==> config.mk <==
export PLATFORM = sky130hd
export DESIGN_NAME = shwr_pulse_gen_flat
export DESIGN_NICKNAME = d
export VERILOG_FILES = /design/src/rtl/shwr_pulse_gen_if.sv /design/src/rtl/shwr_pulse_gen.sv /design/src/flat_wrapper.sv
export SDC_FILE = /design/constraint.sdc
export NUM_CORES = 1
export LEC_CHECK = 0
export CAP_MARGIN = 25
export CORE_ASPECT_RATIO = 0.9
export CORE_MARGIN = 4
export CORE_UTILIZATION = 30
export CTS_CLUSTER_DIAMETER = 120
export CTS_CLUSTER_SIZE = 20
export DETAILED_ROUTE_END_ITERATION = 10
export PLACE_DENSITY = 0.5
export SLEW_MARGIN = 20
export SYNTH_ARGS = -nofsm -noshare
export SYNTH_HDL_FRONTEND = slang
export SYNTH_SLANG_ARGS = --single-unit
==> constraint.sdc <==
create_clock -name CLK120 -period 16.5 [get_ports CLK120]
set_input_delay 1.65 -clock CLK120 [delete_from_list [all_inputs] [get_ports CLK120]]
set_output_delay 1.65 -clock CLK120 [all_outputs]
set_load 0.01 [all_outputs]
==> src/rtl/shwr_pulse_gen_if.sv <==
// Parameter/result bundle for the synthetic shower pulse generator.
// The master side requests pulses; the slave side produces samples and expectations.
interface shwr_pulse_gen_if #(
    parameter int ADC_WIDTH  = 12,
    parameter int AREA_WIDTH = 19
);
    logic                  START;
    logic [ADC_WIDTH-1:0]  BASE;
    logic [ADC_WIDTH-1:0]  AMPL;
    logic [ADC_WIDTH-1:0]  STEP;
    logic [7:0]            PRE_LEN;
    logic [7:0]            FLAT_LEN;
    logic [3:0]            DECAY_SHIFT;
    logic [11:0]           TRIG_LEN;

    logic [ADC_WIDTH-1:0]  ADC;
    logic                  TRIGGERED;
    logic                  BUSY;
    logic                  DONE;
    logic [AREA_WIDTH-1:0] EXP_AREA;
    logic [ADC_WIDTH-1:0]  EXP_PEAK;
    logic                  EXP_SAT;

    modport master (
        output START, BASE, AMPL, STEP, PRE_LEN, FLAT_LEN, DECAY_SHIFT, TRIG_LEN,
        input  ADC, TRIGGERED, BUSY, DONE, EXP_AREA, EXP_PEAK, EXP_SAT
    );

    modport slave (
        input  START, BASE, AMPL, STEP, PRE_LEN, FLAT_LEN, DECAY_SHIFT, TRIG_LEN,
        output ADC, TRIGGERED, BUSY, DONE, EXP_AREA, EXP_PEAK, EXP_SAT
    );
endinterface

==> src/rtl/shwr_pulse_gen.sv <==
// Synthetic shower pulse generator: baseline, rise, flat top, exponential-ish
// decay, plus a trigger window and the expected area/peak/saturation of it.
module shwr_pulse_gen #(
    parameter int ADC_WIDTH  = 12,
    parameter int AREA_WIDTH = 19,
    parameter int SAT_LEVEL  = 4095
) (
    input logic             CLK120,
    input logic             RESET,
    shwr_pulse_gen_if.slave bus
);

    localparam int W  = ADC_WIDTH;
    localparam int AW = AREA_WIDTH;
    localparam logic [W-1:0] ADC_MAX = '1;
    localparam logic [W-1:0] SAT_LVL = W'(SAT_LEVEL);

    typedef enum logic [2:0] {
        IDLE,
        PRE,
        RISE,
        FLAT,
        DECAY,
        TAIL,
        FIN
    } state_t;

    state_t         state_q, state_d;
    logic [7:0]     cnt_q, cnt_d;
    logic [W-1:0]   lvl_q, lvl_d;
    logic           trig_q, trig_d;
    logic [11:0]    tcnt_q, tcnt_d;
    logic [W-1:0]   adc_q, adc_d;
    logic           busy_q, busy_d;
    logic           done_q, done_d;
    logic [AW-1:0]  area_q, area_d;
    logic [W-1:0]   peak_q, peak_d;
    logic           sat_q, sat_d;

    logic [W-1:0]   base_q, base_d;
    logic [W-1:0]   ampl_q, ampl_d;
    logic [W-1:0]   step_q, step_d;
    logic [7:0]     flat_q, flat_d;
    logic [3:0]     shift_q, shift_d;
    logic [11:0]    tlen_q, tlen_d;

    logic [W-1:0]   step_eff;
    logic [W:0]     rise_sum;
    logic [W-1:0]   rise_lvl;
    logic [W-1:0]   dec_shr;
    logic [W-1:0]   dec_amt;
    logic [W-1:0]   dec_lvl;
    logic [W-1:0]   lvl_new;
    logic [W:0]     pulse_sum;
    logic [W-1:0]   pulse_adc;
    logic [W-1:0]   diff;
    logic [AW:0]    diff_ext;
    logic [AW:0]    area_sum;
    logic           win_end;

    // Level arithmetic shared by the pulse states; sums carry an extra bit to clip.
    always_comb begin
        step_eff = (step_q == '0) ? ampl_q : step_q;
        rise_sum = {1'b0, lvl_q} + {1'b0, step_eff};
        if (rise_sum >= {1'b0, ampl_q}) begin
            rise_lvl = ampl_q;
        end else begin
            rise_lvl = rise_sum[W-1:0];
        end

        dec_shr = lvl_q >> shift_q;
        dec_amt = (dec_shr == '0) ? W'(1) : dec_shr;
        dec_lvl = (lvl_q > dec_amt) ? (lvl_q - dec_amt) : '0;

        lvl_new = lvl_q;
        if (state_q == RISE) begin
            lvl_new = rise_lvl;
        end else if (state_q == DECAY) begin
            lvl_new = dec_lvl;
        end

        pulse_sum = {1'b0, base_q} + {1'b0, lvl_new};
        pulse_adc = pulse_sum[W] ? ADC_MAX : pulse_sum[W-1:0];

        diff = adc_q - base_q;
        diff_ext = '0;
        diff_ext[W-1:0] = diff;
        area_sum = {1'b0, area_q} + diff_ext;

        win_end = !trig_q || (tcnt_q == '0);
    end

    // Next-state, sample, trigger window and expectation bookkeeping.
    always_comb begin
        state_d = state_q;
        cnt_d   = cnt_q;
        lvl_d   = lvl_q;
        trig_d  = trig_q;
        tcnt_d  = tcnt_q;
        adc_d   = adc_q;
        busy_d  = busy_q;
        done_d  = 1'b0;
        area_d  = area_q;
        peak_d  = peak_q;
        sat_d   = sat_q;
        base_d  = base_q;
        ampl_d  = ampl_q;
        step_d  = step_q;
        flat_d  = flat_q;
        shift_d = shift_q;
        tlen_d  = tlen_q;

        // The window counts down on its own once opened by the first rise.
        if (trig_q) begin
            if (tcnt_q == '0) begin
                trig_d = 1'b0;
            end else begin
                tcnt_d = tcnt_q - 12'd1;
            end
            area_d = area_sum[AW] ? '1 : area_sum[AW-1:0];
            if (diff > peak_q) begin
                peak_d = diff;
            end
            if (adc_q >= SAT_LVL) begin
                sat_d = 1'b1;
            end
        end

        if ((state_q == RISE) && (lvl_q == '0) && (tlen_q != '0)) begin
            trig_d = 1'b1;
            tcnt_d = tlen_q - 12'd1;
        end

        case (state_q)
            IDLE: begin
                adc_d  = bus.BASE;
                busy_d = 1'b0;
                if (bus.START) begin
                    base_d  = bus.BASE;
                    ampl_d  = bus.AMPL;
                    step_d  = bus.STEP;
                    flat_d  = bus.FLAT_LEN;
                    shift_d = bus.DECAY_SHIFT;
                    tlen_d  = bus.TRIG_LEN;
                    area_d  = '0;
                    peak_d  = '0;
                    sat_d   = 1'b0;
                    lvl_d   = '0;
                    trig_d  = 1'b0;
                    tcnt_d  = '0;
                    busy_d  = 1'b1;
                    cnt_d   = bus.PRE_LEN;
                    state_d = (bus.PRE_LEN != '0) ? PRE : RISE;
                end
            end
            PRE: begin
                adc_d = base_q;
                cnt_d = cnt_q - 8'd1;
                if (cnt_q == 8'd1) begin
                    state_d = RISE;
                end
            end
            RISE: begin
                lvl_d = rise_lvl;
                adc_d = pulse_adc;
                if (rise_lvl == ampl_q) begin
                    if (flat_q != '0) begin
                        cnt_d   = flat_q;
                        state_d = FLAT;
                    end else begin
                        state_d = DECAY;
                    end
                end
            end
            FLAT: begin
                adc_d = pulse_adc;
                cnt_d = cnt_q - 8'd1;
                if (cnt_q == 8'd1) begin
                    state_d = DECAY;
                end
            end
            DECAY: begin
                lvl_d = dec_lvl;
                adc_d = pulse_adc;
                if (dec_lvl == '0) begin
                    state_d = TAIL;
                end
            end
            TAIL: begin
                adc_d = base_q;
                if (win_end) begin
                    busy_d  = 1'b0;
                    done_d  = 1'b1;
                    state_d = FIN;
                end
            end
            FIN: begin
                adc_d   = base_q;
                busy_d  = 1'b0;
                state_d = IDLE;
            end
            default: begin
                state_d = IDLE;
            end
        endcase
    end

    // State and output registers; reset aborts any sequence without DONE.
    always_ff @(posedge CLK120 or posedge RESET) begin
        if (RESET) begin
            state_q <= IDLE;
            cnt_q   <= '0;
            lvl_q   <= '0;
            trig_q  <= 1'b0;
            tcnt_q  <= '0;
            adc_q   <= '0;
            busy_q  <= 1'b0;
            done_q  <= 1'b0;
            area_q  <= '0;
            peak_q  <= '0;
            sat_q   <= 1'b0;
            base_q  <= '0;
            ampl_q  <= '0;
            step_q  <= '0;
            flat_q  <= '0;
            shift_q <= '0;
            tlen_q  <= '0;
        end else begin
            state_q <= state_d;
            cnt_q   <= cnt_d;
            lvl_q   <= lvl_d;
            trig_q  <= trig_d;
            tcnt_q  <= tcnt_d;
            adc_q   <= adc_d;
            busy_q  <= busy_d;
            done_q  <= done_d;
            area_q  <= area_d;
            peak_q  <= peak_d;
            sat_q   <= sat_d;
            base_q  <= base_d;
            ampl_q  <= ampl_d;
            step_q  <= step_d;
            flat_q  <= flat_d;
            shift_q <= shift_d;
            tlen_q  <= tlen_d;
        end
    end

    assign bus.ADC       = adc_q;
    assign bus.TRIGGERED = trig_q;
    assign bus.BUSY      = busy_q;
    assign bus.DONE      = done_q;
    assign bus.EXP_AREA  = area_q;
    assign bus.EXP_PEAK  = peak_q;
    assign bus.EXP_SAT   = sat_q;

endmodule
==> src/flat_wrapper.sv <==
// flat-port wrapper written by rule: the top's interface ports become plain ports
module shwr_pulse_gen_flat 
#(
    parameter int ADC_WIDTH  = 12,
    parameter int AREA_WIDTH = 19,
    parameter int SAT_LEVEL  = 4095
)
  (CLK120, RESET, bus_START, bus_BASE, bus_AMPL, bus_STEP, bus_PRE_LEN, bus_FLAT_LEN, bus_DECAY_SHIFT, bus_TRIG_LEN, bus_ADC, bus_TRIGGERED, bus_BUSY, bus_DONE, bus_EXP_AREA, bus_EXP_PEAK, bus_EXP_SAT);
  shwr_pulse_gen_if #(.ADC_WIDTH(ADC_WIDTH), .AREA_WIDTH(AREA_WIDTH)) bus_i ();
  input logic CLK120;
  input logic RESET;
  input wire logic [$bits(bus_i.START)-1:0] bus_START;
  input wire logic [$bits(bus_i.BASE)-1:0] bus_BASE;
  input wire logic [$bits(bus_i.AMPL)-1:0] bus_AMPL;
  input wire logic [$bits(bus_i.STEP)-1:0] bus_STEP;
  input wire logic [$bits(bus_i.PRE_LEN)-1:0] bus_PRE_LEN;
  input wire logic [$bits(bus_i.FLAT_LEN)-1:0] bus_FLAT_LEN;
  input wire logic [$bits(bus_i.DECAY_SHIFT)-1:0] bus_DECAY_SHIFT;
  input wire logic [$bits(bus_i.TRIG_LEN)-1:0] bus_TRIG_LEN;
  output wire logic [$bits(bus_i.ADC)-1:0] bus_ADC;
  output wire logic [$bits(bus_i.TRIGGERED)-1:0] bus_TRIGGERED;
  output wire logic [$bits(bus_i.BUSY)-1:0] bus_BUSY;
  output wire logic [$bits(bus_i.DONE)-1:0] bus_DONE;
  output wire logic [$bits(bus_i.EXP_AREA)-1:0] bus_EXP_AREA;
  output wire logic [$bits(bus_i.EXP_PEAK)-1:0] bus_EXP_PEAK;
  output wire logic [$bits(bus_i.EXP_SAT)-1:0] bus_EXP_SAT;
  assign bus_i.START = bus_START;
  assign bus_i.BASE = bus_BASE;
  assign bus_i.AMPL = bus_AMPL;
  assign bus_i.STEP = bus_STEP;
  assign bus_i.PRE_LEN = bus_PRE_LEN;
  assign bus_i.FLAT_LEN = bus_FLAT_LEN;
  assign bus_i.DECAY_SHIFT = bus_DECAY_SHIFT;
  assign bus_i.TRIG_LEN = bus_TRIG_LEN;
  assign bus_ADC = bus_i.ADC;
  assign bus_TRIGGERED = bus_i.TRIGGERED;
  assign bus_BUSY = bus_i.BUSY;
  assign bus_DONE = bus_i.DONE;
  assign bus_EXP_AREA = bus_i.EXP_AREA;
  assign bus_EXP_PEAK = bus_i.EXP_PEAK;
  assign bus_EXP_SAT = bus_i.EXP_SAT;
  shwr_pulse_gen #(.ADC_WIDTH(ADC_WIDTH), .AREA_WIDTH(AREA_WIDTH), .SAT_LEVEL(SAT_LEVEL)) u_core (.CLK120(CLK120), .RESET(RESET), .bus(bus_i));
endmodule
# Yosys cells after proc, flatten, opt, wreduce, memory -nomap -nowiden
# Cells that the tools add are included.
# Widths: inputs -> output; s select.
# op_classes
n_reduce_logical,25
n_lt_le_gt_ge,4
eq_ne,15
n_shift,1
n_addsub,8
n_mux,50
# op_table
cell,n
$mux 12,17
$mux 19,4
$pmux 12 s3,2
$logic_not 12->1,5
$add 12x12->13,2
$gt 12x12->1,2
$mux 8,3
$pmux 8 s3,1
$sub 12x1->12 const B,2
$sub 12x12->12,2
$mux 3,7
$add 19x12->20,1
$pmux 3 s6,1
$reduce_bool 8->1,2
$ge 13x12->1,1
$mux 1,13
$eq 12x12->1,1
$ge 12x12->1 const B,1
$reduce_bool 12->1,1
$reduce_bool 3->1,4
$shr 12x4->12,1
$eq 3x3->1 const B,3
$eq 8x1->1 const B,1
$ne 2x2->1 const B,4
other kinds (15),22
# word_totals
ff_bits,142
input_bits,71

# Logic depth before layout (Yosys ltp)
# depth
ltp_word,10
mapped_depth,34
mapped_depth_nobuf,32

# Worst setup path before layout
# Ideal clock, no wire load.
# synth_path
kind,register to register
from,register u_core.step_q[3]
to,register u_core.adc_q[2] (netlist: u_core.bus.ADC[2])
slack_ns,9.703
synth_period_minus_slack_ns,6.797
path_buffers,3
stages_incl_launch_ff,31
setup_time_ns,0.121
arrival_ns,6.676
path_cell_list,dfrtp_1 -> nor4_1 -> nand3_1 -> nor2_1 -> clkbuf_1 -> a21o_1 -> ha_1 -> a211oi_1 -> o21ai_0 -> a31oi_1 -> o21ai_0 -> xor2_1 -> ha_1 -> a21o_1 -> a211oi_1 -> o211ai_1 -> a22oi_1 -> clkbuf_1 -> mux2i_1 -> o21ai_0 -> a21o_1 -> ha_1 -> inv_1 -> a21oi_1 -> o211ai_1 -> a21oi_1 -> a2111o_1 -> nand2_1 -> clkbuf_1 -> a21oi_1 -> o22a_1
# synth_via
elab_chain_len,9
# synth_rtl
item,line,source
"start, declared",shwr_pulse_gen.sv:42,"logic [W-1:0] step_q, step_d;"
"start signal, assigned",shwr_pulse_gen.sv:242,step_q <= step_d;
$logic_not 12->1,shwr_pulse_gen.sv:63,step_eff = (step_q == '0) ? ampl_q : step_q;
$mux 12 (*),shwr_pulse_gen.sv:63,
$add 12x12->13 (*),shwr_pulse_gen.sv:64,"rise_sum = {1'b0, lvl_q} + {1'b0, step_eff};"
$ge 13x12->1,shwr_pulse_gen.sv:65,"if (rise_sum >= {1'b0, ampl_q}) begin"
$mux 12 (*),shwr_pulse_gen.sv:65,
$mux 12 (*),shwr_pulse_gen.sv:76,if (state_q == RISE) begin
$add 12x12->13 (*),shwr_pulse_gen.sv:82,"pulse_sum = {1'b0, base_q} + {1'b0, lvl_new};"
$mux 12 (*),shwr_pulse_gen.sv:83,pulse_adc = pulse_sum[W] ? ADC_MAX : pulse_sum[W-1:0];
$pmux 12 s3 (*),shwr_pulse_gen.sv:134,case (state_q)
"end signal, assigned",shwr_pulse_gen.sv:216,adc_q <= '0;
"end signal, assigned",shwr_pulse_gen.sv:234,adc_q <= adc_d;
"end, declared",shwr_pulse_gen.sv:33,"logic [W-1:0] adc_q, adc_d;"
# Mark *: on every way between the ends. The rest lies on a longest branch, timed or not.
# A chain may end at the register's enable or synchronous reset.

# Final worst setup path
# Same ends and word-level chain as after synthesis.

==> results.toml <==
[status]
status = "finished, final reports clean"

[timing]
rsz0062_at_grt = "no"
skew_ps = 14.48
max_freq_ghz = 0.1331
max_slew_margin = 0.3663
setup_viol_count_final = 0
finalCritPeriodShare = 0.4553
worst_pin_slew_ps = 950.6
layout_setup_ws_ps = 8988
slew_viol_final = 0
layout_min_cycle_time_ps = 7512
final.setup.tns_ps = 0
hold_viol = 0

[global_route]
grt_overflow = 0
antenna_found_initial = 3
grt_max_degree = 99
grt_pass1_wl_um = 54980
grt.total_usage = 0.1717
grt_pass1_vias = 10004

[clock_tree]
cts_tree = "done"
h-tree-depth = 4
cts_resized = 0
cts_buffer_depth = 2
cts-hold-fix-buffers = 0
cts_made_buffers = 17
cts_sinks = 142
cts_setup_buffers = 0
clkTransAtPathRegs_ps = 60
cts_root_buf = "clkbuf_16"
clk-insertion-delay-late_ps = 440

[finish]
layout.nets = 1565
fillers = 3747
drive_gt1_frac = 0.04954
syn_to_final_growth_pct = 20.04

[die]
initial_core_util = 0.3042
die_w_um = 210.1
core_area_um2 = 36250
die_area_um2 = 39900
die-height_um = 189.9
ios = 118
rows = 66

[setup_path]
cp.required_ps = 16830
worstSetupPathType = "reg2reg"
cpMaxStageDelayCell = "nor2_1"
cp.arrival_ps = 7840
r2r_cells = 28
critPathMaxStageDelay_ps = 530
cp_top_family = "compound AO/OA/AOI/OAI gates"
path_common_cell = "o21ai_0"
crit_path_start_kind = "register"
crit_fanout = 12
crit_path_end_kind = "register"
cp.depth = 28
critPathBufInv = 1

[routing]
vias_per_cell = 5.269
drt_first_iter_violations = 548
top_layer_used = "met5"
firstDrtPassIters = 5
wl_met1_um = 16200
wl_per_cell_um = 18.25
wl_met3_um = 1725
postRouteAntennaNets = 0
wl_met2_um = 15850
wirelength_um = 34500
post-route-drc-count = 0
vias = 9958

[synth]
syn_nets = 1482
synth_cells = 1317
yosys_warnings = 0
async_flop_share = 1.000
yosys.area.top_type = "dfrtp_1"
synth_edf_count = 0
ys_seq_elements = 142
avgSynthCellArea_um2 = 8.374
synth.area.top_cells = "dfrtp_1 (32%), ha_1 (10%), nand2_1 (6.6%)"
synthFlopType = "dfrtp_1"
synth_cell_type_count = 74
ys_seq_area_frac = 0.3222
synth_top_area_frac = 0.3222
synth_area_um2 = 11030

[min_path]
hold_depth = 2
hp-class = "reg2reg"

[placement]
hpwl_um = 25610
gp_congestion = 0.8919
port_buffers = 117
dp_slack_ps = 9039

[flow_run]
drv_cap = 0
-- per-layer routing --
layer,track usage,vias up
met4,0.05194,4
met1,0.2319,4758
met2,0.2770,218
met3,0.03710,52
met5,0,-
li1,-,4926
-- state kept, by name (all words and copies together), names as in the netlist, 3 cells and up --
register,flops
u_core.bus.EXP_PEAK,12
u_core.state_q,3
u_core.base_q,12
u_core.lvl_q,12
u_core.bus.EXP_AREA,19
u_core.step_q,12
u_core.shift_q,4
u_core.cnt_q,8
u_core.tlen_q,12
u_core.tcnt_q,12
u_core.ampl_q,12
u_core.flat_q,8
u_core.bus.ADC,12
-- cell families (layout without fill, tap and decap cells) --
group / Yosys count / after routing / share of synthesized area
and+or+nand+nor: 450 / 450 / 0.1863
AOI/OAI and AO/OA: 376 / 376 / 0.2290
DFF: 142 / 142 / 0.3222
buffers and inverters: 133 / 229 / 0.04652
adders and majority gates: 94 / 94 / 0.1101
xor gates and xnor gates: 76 / 76 / 0.06161
muxes: 46 / 46 / 0.04436
other: 0 / 1 / 0
-- stage by stage --
step	utilization	hold slack, ps	instance area (um^2)	instances
2_1_floorplan	-	457.0	11030	1317
3_3_place_gp	0.3485	484.2	12630	1856
3_5_place_dp	0.3485	489.6	12630	1856
4_1_cts	0.3645	503.7	13220	1888
5_1_grt	0.3652	511.9	13240	1890
6_report	0.3652	498.5	13240	1890
-- synth_stat cells (all sizes together), types with 8 or more instances --
cell	number
nor3	31
inv	68
nor4	19
or4	9
clkbuf	56
ha	89
o22ai	21
xnor2	43
nor2	103
buf	9
a21oi	88
nand3	25
or2	9
o22a	13
a21o	49
mux2i	41
o21ai	81
nand4	14
o21a	9
dfrtp	142
nand2	195
a22oi	18
xor2	32
a211oi	21
nand2b	13
nor2b	8
-- worst min-delay path, delay by kind of cell (launching register included) --
kind / cells / cell delay (ps)
flops: 1 / 350
simple gates: 2 / 120
-- placed cells by master, fill, tap and decap left out, types with 6 or more instances in the layout --
cell / Yosys / routed
a2111oi_0: 6 / 6
a211oi_1: 21 / 21
a21o_1: 49 / 49
a21oi_1: 88 / 88
a22oi_1: 18 / 18
a31oi_1: 6 / 6
and3_1: 7 / 6
buf_4: 0 / 11
clkbuf_16: 0 / 17
clkdlybuf4s50_1: 0 / 117
dfrtp_1: 142 / 142
ha_1: 89 / 89
inv_1: 68 / 67
mux2i_1: 41 / 41
nand2_1: 195 / 195
nand2b_1: 13 / 13
nand3_1: 25 / 24
nand4_1: 14 / 14
nor2_1: 103 / 103
nor2b_1: 8 / 8
nor3_1: 31 / 31
nor4_1: 18 / 18
o211ai_1: 7 / 7
o21a_1: 9 / 9
o21ai_0: 81 / 81
o22a_1: 13 / 13
o22ai_1: 21 / 21
o31ai_1: 6 / 6
or2_2: 9 / 9
or3_1: 7 / 7
or4_1: 6 / 6
xnor2_1: 43 / 43
xor2_1: 32 / 32
-- final timing paths --
check	startpoint	endpoint	slack, ps
worst max register to register	u_core.step_q[3]	u_core.bus.ADC[2]	8990
worst min register to register	u_core.flat_q[1]	u_core.flat_q[1]	500
min in group asynchronous	RESET	u_core.base_q[6]	1760
worst max-delay path	u_core.step_q[3]	u_core.bus.ADC[2]	8990
worst min-delay path	u_core.flat_q[1]	u_core.flat_q[1]	500
max in group asynchronous	RESET	u_core.shift_q[0]	13420
-- cell type report --
cell class                      instances  area, um^2  area share
Antenna cell                            1       2.502   0.0001890
Clock buffer                           20       446.7     0.03374
Clock inverter                         12       133.9     0.01011
Inverter                               68       260.3     0.01966
Multi-Input combinational cell       1042        6972      0.5267
Sequential cell                       142        3553      0.2684
Tap cell                              476       595.6     0.04499
Timing Repair Buffer                  129        1274     0.09622
Power is left out: the tool's default activity adds up to more than one toggle a clock period on the data nets, which glitch-free logic cannot reach.
